**src/rtl/core_pkg.sv**
```systemverilog
// Shared core definitions: ALU operator encodings and datapath geometry.
package core_pkg;

    localparam int unsigned CORE_XLEN   = 32;
    localparam int unsigned CORE_REG_AW = 5;

    // 4-bit ALU operator encodings, common to decode, issue and alu.
    typedef enum logic [3:0] {
        ALU_ADD  = 4'b0000,
        ALU_SUB  = 4'b0001,
        ALU_SLL  = 4'b0010,
        ALU_SLT  = 4'b0011,
        ALU_SLTU = 4'b0100,
        ALU_XOR  = 4'b0101,
        ALU_SRL  = 4'b0110,
        ALU_SRA  = 4'b0111,
        ALU_OR   = 4'b1000,
        ALU_AND  = 4'b1001
    } alu_op_e;

endpackage

```
**src/rtl/fwd_mux.sv**
```systemverilog
// Per-source operand forwarding: MEM beats WB beats register-file data; x0 never forwarded.
module fwd_mux
    import core_pkg::*;
#(
    parameter int unsigned XLEN   = CORE_XLEN,
    parameter int unsigned REG_AW = CORE_REG_AW
) (
    input  logic [REG_AW-1:0] rs_addr,
    input  logic [XLEN-1:0]   rs_data,
    input  logic              mem_valid,
    input  logic              mem_is_load,
    input  logic [REG_AW-1:0] mem_rd,
    input  logic [XLEN-1:0]   mem_data,
    input  logic              wb_valid,
    input  logic [REG_AW-1:0] wb_rd,
    input  logic [XLEN-1:0]   wb_data,
    output logic [XLEN-1:0]   fwd_data,
    output logic              mem_load_match
);

    logic mem_hit;
    logic wb_hit;

    // Select the youngest in-flight producer of this source register.
    always_comb begin
        mem_hit        = mem_valid && (mem_rd == rs_addr) && (rs_addr != '0);
        wb_hit         = wb_valid  && (wb_rd  == rs_addr) && (rs_addr != '0);
        mem_load_match = mem_hit && mem_is_load;
        if (mem_hit) begin
            fwd_data = mem_data;
        end else if (wb_hit) begin
            fwd_data = wb_data;
        end else begin
            fwd_data = rs_data;
        end
    end

endmodule

```
**src/rtl/ex_operand_issue.sv**
```systemverilog
// ID/EX issue register: holds one decoded instruction, forwards operands and stalls on load-use.
module ex_operand_issue
    import core_pkg::*;
#(
    parameter int unsigned XLEN   = CORE_XLEN,
    parameter int unsigned REG_AW = CORE_REG_AW
) (
    input  logic              i_clk,
    input  logic              i_rst_n,
    input  logic              i_id_valid,
    output logic              o_id_ready,
    input  logic [3:0]        i_id_alu_operator,
    input  logic [REG_AW-1:0] i_id_rs1_addr,
    input  logic [REG_AW-1:0] i_id_rs2_addr,
    input  logic [REG_AW-1:0] i_id_rd_addr,
    input  logic [XLEN-1:0]   i_id_rs1_data,
    input  logic [XLEN-1:0]   i_id_rs2_data,
    input  logic [XLEN-1:0]   i_id_imm,
    input  logic              i_id_use_imm,
    input  logic              i_id_reg_write,
    input  logic              i_id_is_load,
    input  logic              i_fwd_mem_valid,
    input  logic              i_fwd_mem_is_load,
    input  logic [REG_AW-1:0] i_fwd_mem_rd,
    input  logic [XLEN-1:0]   i_fwd_mem_data,
    input  logic              i_fwd_wb_valid,
    input  logic [REG_AW-1:0] i_fwd_wb_rd,
    input  logic [XLEN-1:0]   i_fwd_wb_data,
    input  logic              i_flush,
    input  logic              i_ex_ready,
    output logic              o_ex_valid,
    output logic [3:0]        o_alu_operator,
    output logic [XLEN-1:0]   o_alu_operand_1,
    output logic [XLEN-1:0]   o_alu_operand_2,
    output logic [XLEN-1:0]   o_ex_store_data,
    output logic [REG_AW-1:0] o_ex_rd_addr,
    output logic              o_ex_reg_write,
    output logic              o_ex_is_load
);

    logic              r_valid;
    logic [3:0]        r_operator;
    logic [REG_AW-1:0] r_rs1_addr;
    logic [REG_AW-1:0] r_rs2_addr;
    logic [REG_AW-1:0] r_rd_addr;
    logic [XLEN-1:0]   r_rs1_data;
    logic [XLEN-1:0]   r_rs2_data;
    logic [XLEN-1:0]   r_imm;
    logic              r_use_imm;
    logic              r_reg_write;
    logic              r_is_load;

    logic [XLEN-1:0]   w_fwd_rs1;
    logic [XLEN-1:0]   w_fwd_rs2;
    logic              w_mem_load_rs1;
    logic              w_mem_load_rs2;
    logic              w_load_use;
    logic              w_transfer;
    logic              w_capture;

    fwd_mux #(
        .XLEN   (XLEN),
        .REG_AW (REG_AW)
    ) u_fwd_rs1 (
        .rs_addr        (r_rs1_addr),
        .rs_data        (r_rs1_data),
        .mem_valid      (i_fwd_mem_valid),
        .mem_is_load    (i_fwd_mem_is_load),
        .mem_rd         (i_fwd_mem_rd),
        .mem_data       (i_fwd_mem_data),
        .wb_valid       (i_fwd_wb_valid),
        .wb_rd          (i_fwd_wb_rd),
        .wb_data        (i_fwd_wb_data),
        .fwd_data       (w_fwd_rs1),
        .mem_load_match (w_mem_load_rs1)
    );

    fwd_mux #(
        .XLEN   (XLEN),
        .REG_AW (REG_AW)
    ) u_fwd_rs2 (
        .rs_addr        (r_rs2_addr),
        .rs_data        (r_rs2_data),
        .mem_valid      (i_fwd_mem_valid),
        .mem_is_load    (i_fwd_mem_is_load),
        .mem_rd         (i_fwd_mem_rd),
        .mem_data       (i_fwd_mem_data),
        .wb_valid       (i_fwd_wb_valid),
        .wb_rd          (i_fwd_wb_rd),
        .wb_data        (i_fwd_wb_data),
        .fwd_data       (w_fwd_rs2),
        .mem_load_match (w_mem_load_rs2)
    );

    // Handshake, hazard and operand selection; rs2 is always treated as a used source.
    always_comb begin
        w_load_use      = w_mem_load_rs1 || w_mem_load_rs2;
        o_ex_valid      = r_valid && !w_load_use;
        w_transfer      = o_ex_valid && i_ex_ready;
        o_id_ready      = !r_valid || w_transfer;
        w_capture       = i_id_valid && o_id_ready && !i_flush;
        o_alu_operator  = r_operator;
        o_alu_operand_1 = w_fwd_rs1;
        o_alu_operand_2 = r_use_imm ? r_imm : w_fwd_rs2;
        o_ex_store_data = w_fwd_rs2;
        o_ex_rd_addr    = r_rd_addr;
        o_ex_reg_write  = r_reg_write;
        o_ex_is_load    = r_is_load;
    end

    // Issue register: flush beats capture, capture beats drain, otherwise hold.
    always_ff @(posedge i_clk or negedge i_rst_n) begin
        if (!i_rst_n) begin
            r_valid     <= 1'b0;
            r_operator  <= '0;
            r_rs1_addr  <= '0;
            r_rs2_addr  <= '0;
            r_rd_addr   <= '0;
            r_rs1_data  <= '0;
            r_rs2_data  <= '0;
            r_imm       <= '0;
            r_use_imm   <= 1'b0;
            r_reg_write <= 1'b0;
            r_is_load   <= 1'b0;
        end else if (i_flush) begin
            r_valid     <= 1'b0;
        end else if (w_capture) begin
            r_valid     <= 1'b1;
            r_operator  <= i_id_alu_operator;
            r_rs1_addr  <= i_id_rs1_addr;
            r_rs2_addr  <= i_id_rs2_addr;
            r_rd_addr   <= i_id_rd_addr;
            r_rs1_data  <= i_id_rs1_data;
            r_rs2_data  <= i_id_rs2_data;
            r_imm       <= i_id_imm;
            r_use_imm   <= i_id_use_imm;
            r_reg_write <= i_id_reg_write;
            r_is_load   <= i_id_is_load;
        end else if (w_transfer) begin
            r_valid     <= 1'b0;
        end
    end

endmodule

```
**config.mk**
```make
export PLATFORM = sky130hd
export DESIGN_NAME = ex_operand_issue
export DESIGN_NICKNAME = d
export VERILOG_FILES = /design/src/rtl/core_pkg.sv /design/src/rtl/fwd_mux.sv /design/src/rtl/ex_operand_issue.sv
export SDC_FILE = /design/constraint.sdc
export NUM_CORES = 1
export LEC_CHECK = 0
export ABC_AREA = 1
export BUFFER_PORTS_ARGS = -buffer_cell sky130_fd_sc_hd__buf_2
export CAP_MARGIN = 10
export CORE_MARGIN = 4
export CORE_UTILIZATION = 44
export CTS_CLUSTER_SIZE = 25
export DETAILED_ROUTE_END_ITERATION = 8
export PLACE_DENSITY = 0.82
export SKIP_CTS_REPAIR_TIMING = 1
export SLEW_MARGIN = 40
export SYNTH_ARGS = -nofsm -noshare
export SYNTH_HDL_FRONTEND = slang
export SYNTH_SLANG_ARGS = --single-unit
```
**constraint.sdc**
```tcl
create_clock -name i_clk -period 1.5 [get_ports i_clk]
set_input_delay 0.075 -clock i_clk [delete_from_list [all_inputs] [get_ports i_clk]]
set_output_delay 0.075 -clock i_clk [all_outputs]
set_load 0.005 [all_outputs]
```
# Word level (Yosys, flattened, before mapping)
# Index checks and enable logic that the tools add are counted.
# classes
n_eq_ne	4
n_mux	8
bitwise_logic	1
n_reduce_logical	23
# op_table
operator	count
$mux W32	5
$eq A5 B5 Y1	4
$logic_and A1 B1 Y1	14
$reduce_bool A5 Y1	2
$logic_not A1 Y1	3
$mux W1	3
$reduce_bool A3 Y1	1
$logic_or A1 B1 Y1	2
$reduce_and A2 Y1	1
$not A1 Y1	1
# totals
regBits	119
out_inout_bits	109
word_cells	47

# Logic depth before layout (Yosys ltp)
# logic_depth
depth_word	13
depth_mapped	14

# Hierarchy
# A second synthesis with hierarchy kept.
# hier_totals
hier_cells	1134
hier_area_um2	7628.6
# by_module_without_submodules
mod	instances	cells_per_inst	area_per_inst_um2	seq_area_each_um2
ex_operand_issue	1	558	5081.1	2977.9
fwd_mux	2	288	1273.7	0.0

# Worst setup path before layout
# No wires, ideal clock.
# synth_path
kind	reg2reg
start	register r_rs2_addr[2]
end	register r_rs1_data[10]
setup_ns	0.117
arrival_time_ns	1.439
required_time_ns	1.383
setup_slack_ns	-0.056
stages_incl_launch_ff	13
period_less_slack_ns	1.556
cell_sequence	dfrtp_1 > inv_2 > nand3_1 > nor2_1 > nor2_1 > nand3_1 > nand3_2 > nand2_2 > nand2_4 > buf_6 > buf_8 > nand2_2 > nand2_1
# synth_via
elab_chain_len	12
elab_cells_between_ends	13
# synth_rtl
element	line_no	text
start: declaration	ex_operand_issue.sv:44	logic [REG_AW-1:0] r_rs2_addr;
start signal: assignment	ex_operand_issue.sv:131	r_rs2_addr <= i_id_rs2_addr;
$eq A5 B5 Y1	fwd_mux.sv:26	mem_hit = mem_valid && (mem_rd == rs_addr) && (rs_addr != '0);
$logic_and A1 B1 Y1	fwd_mux.sv:26	
$logic_and A1 B1 Y1 (*)	fwd_mux.sv:26	
$logic_and A1 B1 Y1 (*)	fwd_mux.sv:28	mem_load_match = mem_hit && mem_is_load;
$logic_or A1 B1 Y1 (*)	ex_operand_issue.sv:97	w_load_use = w_mem_load_rs1 || w_mem_load_rs2;
$logic_not A1 Y1 (*)	ex_operand_issue.sv:98	o_ex_valid = r_valid && !w_load_use;
$logic_and A1 B1 Y1 (*)	ex_operand_issue.sv:98	
$logic_and A1 B1 Y1 (*)	ex_operand_issue.sv:99	w_transfer = o_ex_valid && i_ex_ready;
$logic_or A1 B1 Y1 (*)	ex_operand_issue.sv:100	o_id_ready = !r_valid || w_transfer;
$logic_and A1 B1 Y1 (*) (2 in series)	ex_operand_issue.sv:101	w_capture = i_id_valid && o_id_ready && !i_flush;
$reduce_and A2 Y1 (no line) (*)	n/a	
end signal: assignment	ex_operand_issue.sv:133	r_rs1_data <= i_id_rs1_data;
end: declaration	ex_operand_issue.sv:46	logic [XLEN-1:0] r_rs1_data;
# Every way passes the cells marked *; elsewhere a longest branch is shown, timed or not.
# A chain may end at the register's enable or synchronous reset.

# Worst setup path after layout
# layout_path
start	register r_rs2_addr[2]
end	output o_ex_store_data[5]
# layout_via
elab_chain_len	5
elab_cells_between_ends	9
# layout_rtl
element	line_no	text
$eq A5 B5 Y1	fwd_mux.sv:27	wb_hit = wb_valid && (wb_rd == rs_addr) && (rs_addr != '0);
$logic_and A1 B1 Y1 (2 in series)	fwd_mux.sv:27	
$mux W32	fwd_mux.sv:31	end else if (wb_hit) begin
$mux W32 (*)	fwd_mux.sv:29	if (mem_hit) begin
end: declaration	ex_operand_issue.sv:35	output logic [XLEN-1:0] o_ex_store_data,
# Marked as above.

==> flow_summary.json <==
{
  "run_status": "finished, violations left",
  "failed_checks": "setup timing",
  "dr.first_iter.drc_count": 1121,
  "r2r_start": "r_rs2_addr[1]$_DFFE_PN0P_",
  "gr-usage-met2_pct": 46.5,
  "worstRegToRegCells": 15,
  "cp_slowest_stage_delay_ns": 0.43,
  "synth_top_area_share_pct": 40.3,
  "routedWlPerCell_um": 20.7,
  "cts_htree_levels": 4,
  "nFillCells": 984,
  "worst_path_max_delay_cell": "sky130_fd_sc_hd__dfrtp_2",
  "asyncSetResetFlopFracSynth_pct": 100,
  "worst_hold_path_type": "in -> async",
  "most_common_cell_in_the_netlist": "sky130_fd_sc_hd__nand2_1",
  "maximum_ir_drop_on_the_vdd_rail_mv": 0.730,
  "fp-row-count": 47,
  "met3_usage_pct": 6.87,
  "synthTopCellsByArea": "sky130_fd_sc_hd__dfrtp_1 (40%), sky130_fd_sc_hd__nand2_1 (25%), sky130_fd_sc_hd__nand3_1 (17%)",
  "setup_viol_count_final": 217,
  "setup.worst_path.end_class": "output port",
  "synth.distinct_cells": 30,
  "io_buffers": 308,
  "grt_pass1_wl_mm": 40.5,
  "track_usage_pct": 27.3,
  "cts_num_sinks": 119,
  "nets": 1787,
  "crit_path_cell_trace": "xnor2_1 -> nand2_2 -> nor2_4 -> nand2_4 -> buf_8 -> or2_2 -> and2_1 -> buf_2",
  "antenna_violations_before_repair": 3,
  "grt_busiest_layer": "met2",
  "drt.antenna.violating_nets": 0,
  "min_period_ns": 2.27,
  "timing.rr.end": "o_ex_reg_write$_DFFE_PN0P_",
  "worst-r2r-setup-slack_ns": -0.56,
  "first_global_vias": 8165,
  "grt_setup_unrepaired": "true",
  "number_of_vias_per_cell": 5.75,
  "synth.cells.most_frequent": "sky130_fd_sc_hd__nand2_1 (486), sky130_fd_sc_hd__nand3_1 (253), sky130_fd_sc_hd__dfrtp_1 (119)",
  "cts.clk_slew.worst_paths_ns": 0.06,
  "layout_setup_ws_ns": -0.775,
  "gp_routability_congestion": 0.897,
  "cts-buffers-inserted": 17,
  "hpwl_mm": 19.4,
  "maxSlewViolCount": 0,
  "synth-edff-count": 0,
  "synthesis.nets": 1322,
  "grt_start_max_net_pins": 60,
  "worst_clock_skew_ns": 0.00906,
  "register_area_mm2": 0.00298,
  "worstMarginPinSlew_ns": 0.543,
  "die_h_um": 138,
  "clock.fmax_mhz": 440,
  "start_util_pct": 44.8,
  "path_class": "reg -> out",
  "syn_area_per_cell_um2": 6.59,
  "clockBufferDepth": 2,
  "synthesis.instances": 1122,
  "layout-area-overhead-vs-synth_pct": 75.8,
  "power-per-cell-area_mw_per_mm2": 946,
  "final_min_period_over_clock_period_pct": 152,
  "drv.max_cap_violation_count": 0,
  "dieArea_mm2": 0.0189,
  "timing.critical_path.max_delay_family": "simple AND/OR/NAND/NOR gates",
  "synth_seq_cells": 119,
  "root_buffer": "sky130_fd_sc_hd__clkbuf_16",
  "drt_pre_antenna_iters": 6,
  "critical_path.max_fanout": 12,
  "multi_input_comb_area_mm2": 0.00472,
  "preCtsSetupSlack_ns": -0.366,
  "grt_overflow": 0,
  "synth.yosys.seq_area_share_pct": 40.3,
  "design_power_total_mw": 12.3,
  "clk-insertion-delay-late_ns": 0.42,
  "post_route_cells_drive_above_1_share_pct": 39.5,
  "critical_path.startpoint_type": "flop",
  "synth.cell_area_mm2": 0.00740,
  "total_leakage_power_nw": 7.46,
  "die_x_um": 138,
  "path_buf_inv": 2,
  "cts_tree": "done",
  "grt_use_met1_pct": 33.8,
  "routed_wirelength_mm": 37.7,
  "vias": 10500,
  "core_box_area_mm2": 0.0165,
  "yosys_warnings": 0,
  "timing.max_slew.rel_slack_pct": 63.7,
  "ys_dominant_reg_cell": "sky130_fd_sc_hd__dfrtp_1",
  "drc_errors": 0,
  "worstPathArrival_ns": 2.20,
  "hold_viol_final": 0,
  "floorplan.io_pins": 309,
  "crit_required_ns": 1.42,
  "yosys.area.top_type": "sky130_fd_sc_hd__dfrtp_1"
}
[per-layer routing]
metal | wire (um) | vias to the layer above
li1 | - | 4455
met1 | 13000 | 4879
met2 | 18100 | 900
met3 | 4210 | 238
met4 | 2350 | 2
met5 | 13 | -
[area by class of cell]
cell class,count,area share [%]
timing repair buffer,516,31.9
tap,220,2.12
antenna,2,0.0385
sequential,119,23.0
multi-input combinational,845,36.3
inverter,88,2.60
clock inverter,10,0.635
clock buffer,20,3.44
[cell families after synthesis]
logic type | after synthesis | share of synthesized area [%]
AOI/OAI and AO/OA | 5 | 0.389
and+or+nand+nor | 832 | 49.5
xor gates and xnor gates | 6 | 0.711
DFF | 119 | 40.3
buffers and inverters | 160 | 9.15
[worst max-delay path by stage]
stage,from,endpoint,slack (ns),cells past startpoint
2_1_floorplan,r_rs2_addr[2]$_DFFE_PN0P_,r_rs1_data[10]$_DFFE_PN0P_,-0.01,12
3_5_place_dp,r_rs2_addr[0]$_DFFE_PN0P_,o_alu_operand_2[26],-0.37,11
5_1_grt,r_rs2_addr[2]$_DFFE_PN0P_,o_alu_operand_2[24],-0.87,9
4_1_cts,r_rs2_addr[0]$_DFFE_PN0P_,o_alu_operand_2[26],-0.82,11
3_3_place_gp,r_rs2_addr[0]$_DFFE_PN0P_,o_alu_operand_2[26],-0.35,11
6_report,r_rs2_addr[2]$_DFFE_PN0P_,o_ex_store_data[5],-0.77,8
[state kept, by name (all words and copies together) (netlist names)]
signal,count
r_imm,32
r_rs1_data,32
r_rs2_data,32
o_ex_rd_addr,5
r_rs1_addr,5
r_rs2_addr,5
o_alu_operator,4
o_ex_is_load,1
o_ex_reg_write,1
r_use_imm,1
r_valid,1
[worst reg2reg max path, stage by stage, from the launching register on]
cell and delay [ns]:
sky130_fd_sc_hd__dfrtp_1 0.43, sky130_fd_sc_hd__inv_2 0.10, sky130_fd_sc_hd__nand2_1 0.05, sky130_fd_sc_hd__nand2_1 0.08, sky130_fd_sc_hd__inv_2 0.04, sky130_fd_sc_hd__nand2_2 0.09
sky130_fd_sc_hd__nor2_4 0.05, sky130_fd_sc_hd__buf_4 0.13, sky130_fd_sc_hd__nand3_1 0.10, sky130_fd_sc_hd__nand3_2 0.10, sky130_fd_sc_hd__nand2_4 0.13, sky130_fd_sc_hd__buf_12 0.16
sky130_fd_sc_hd__nand2_8 0.12, sky130_fd_sc_hd__buf_6 0.20, sky130_fd_sc_hd__nand2_1 0.06, sky130_fd_sc_hd__nand2_1 0.09
[placed cells by master, fill, tap and decap left out, types with 4 or more instances in the layout]
cell                            synthesis  layout
sky130_fd_sc_hd__buf_4                  1      32
sky130_fd_sc_hd__dfrtp_2                0       5
sky130_fd_sc_hd__clkinv_2               0       6
sky130_fd_sc_hd__buf_2                 37     296
sky130_fd_sc_hd__and2_1                32      19
sky130_fd_sc_hd__nand2_2               12      26
sky130_fd_sc_hd__and2_4                 0      13
sky130_fd_sc_hd__nand3_4                0       6
sky130_fd_sc_hd__nand2_1              486     427
sky130_fd_sc_hd__or2_4                  0      12
sky130_fd_sc_hd__or2_0                 14       6
sky130_fd_sc_hd__nand3_1              253     179
sky130_fd_sc_hd__or2_2                 14       6
sky130_fd_sc_hd__buf_8                  1       5
sky130_fd_sc_hd__clkbuf_16              0      31
sky130_fd_sc_hd__inv_2                  9      11
sky130_fd_sc_hd__dfrtp_1              119     114
sky130_fd_sc_hd__dlygate4sd3_1          0     121
sky130_fd_sc_hd__nor2_4                 0       5
sky130_fd_sc_hd__or2_1                  4       8
sky130_fd_sc_hd__buf_12                 0      27
sky130_fd_sc_hd__nand2_4                1      44
sky130_fd_sc_hd__inv_1                 77      74
sky130_fd_sc_hd__nand3_2                1      69
sky130_fd_sc_hd__nand2_8                0       4
sky130_fd_sc_hd__nor2_1                 9       4
sky130_fd_sc_hd__buf_6                  2      20
[report_power, final]
group          switching [mW]  total [mW]  internal (mW)
logic                    2.40        4.48           2.09
registers               0.369        4.06           3.69
clock network            1.48        3.76           2.28
total                    4.25        12.3           8.05
[through the flow]
stage | hold WS (ns) | std cells | area, um2 | util (%) | setup TNS (ns)
2_1_floorplan | -0.221 | 1122 | 7430 | - | -0.114
3_3_place_gp | 0.00747 | 1629 | 9470 | 57.3 | -39.81
3_5_place_dp | 0.00793 | 1629 | 9470 | 57.3 | -45.21
4_1_cts | -0.431 | 1659 | 10000 | 60.5 | -93.12
5_1_grt | 0.161 | 1820 | 13000 | 78.7 | -146.69
6_report | 0.156 | 1820 | 13000 | 78.7 | -125.04
Power figures use the tool's default switching activity.
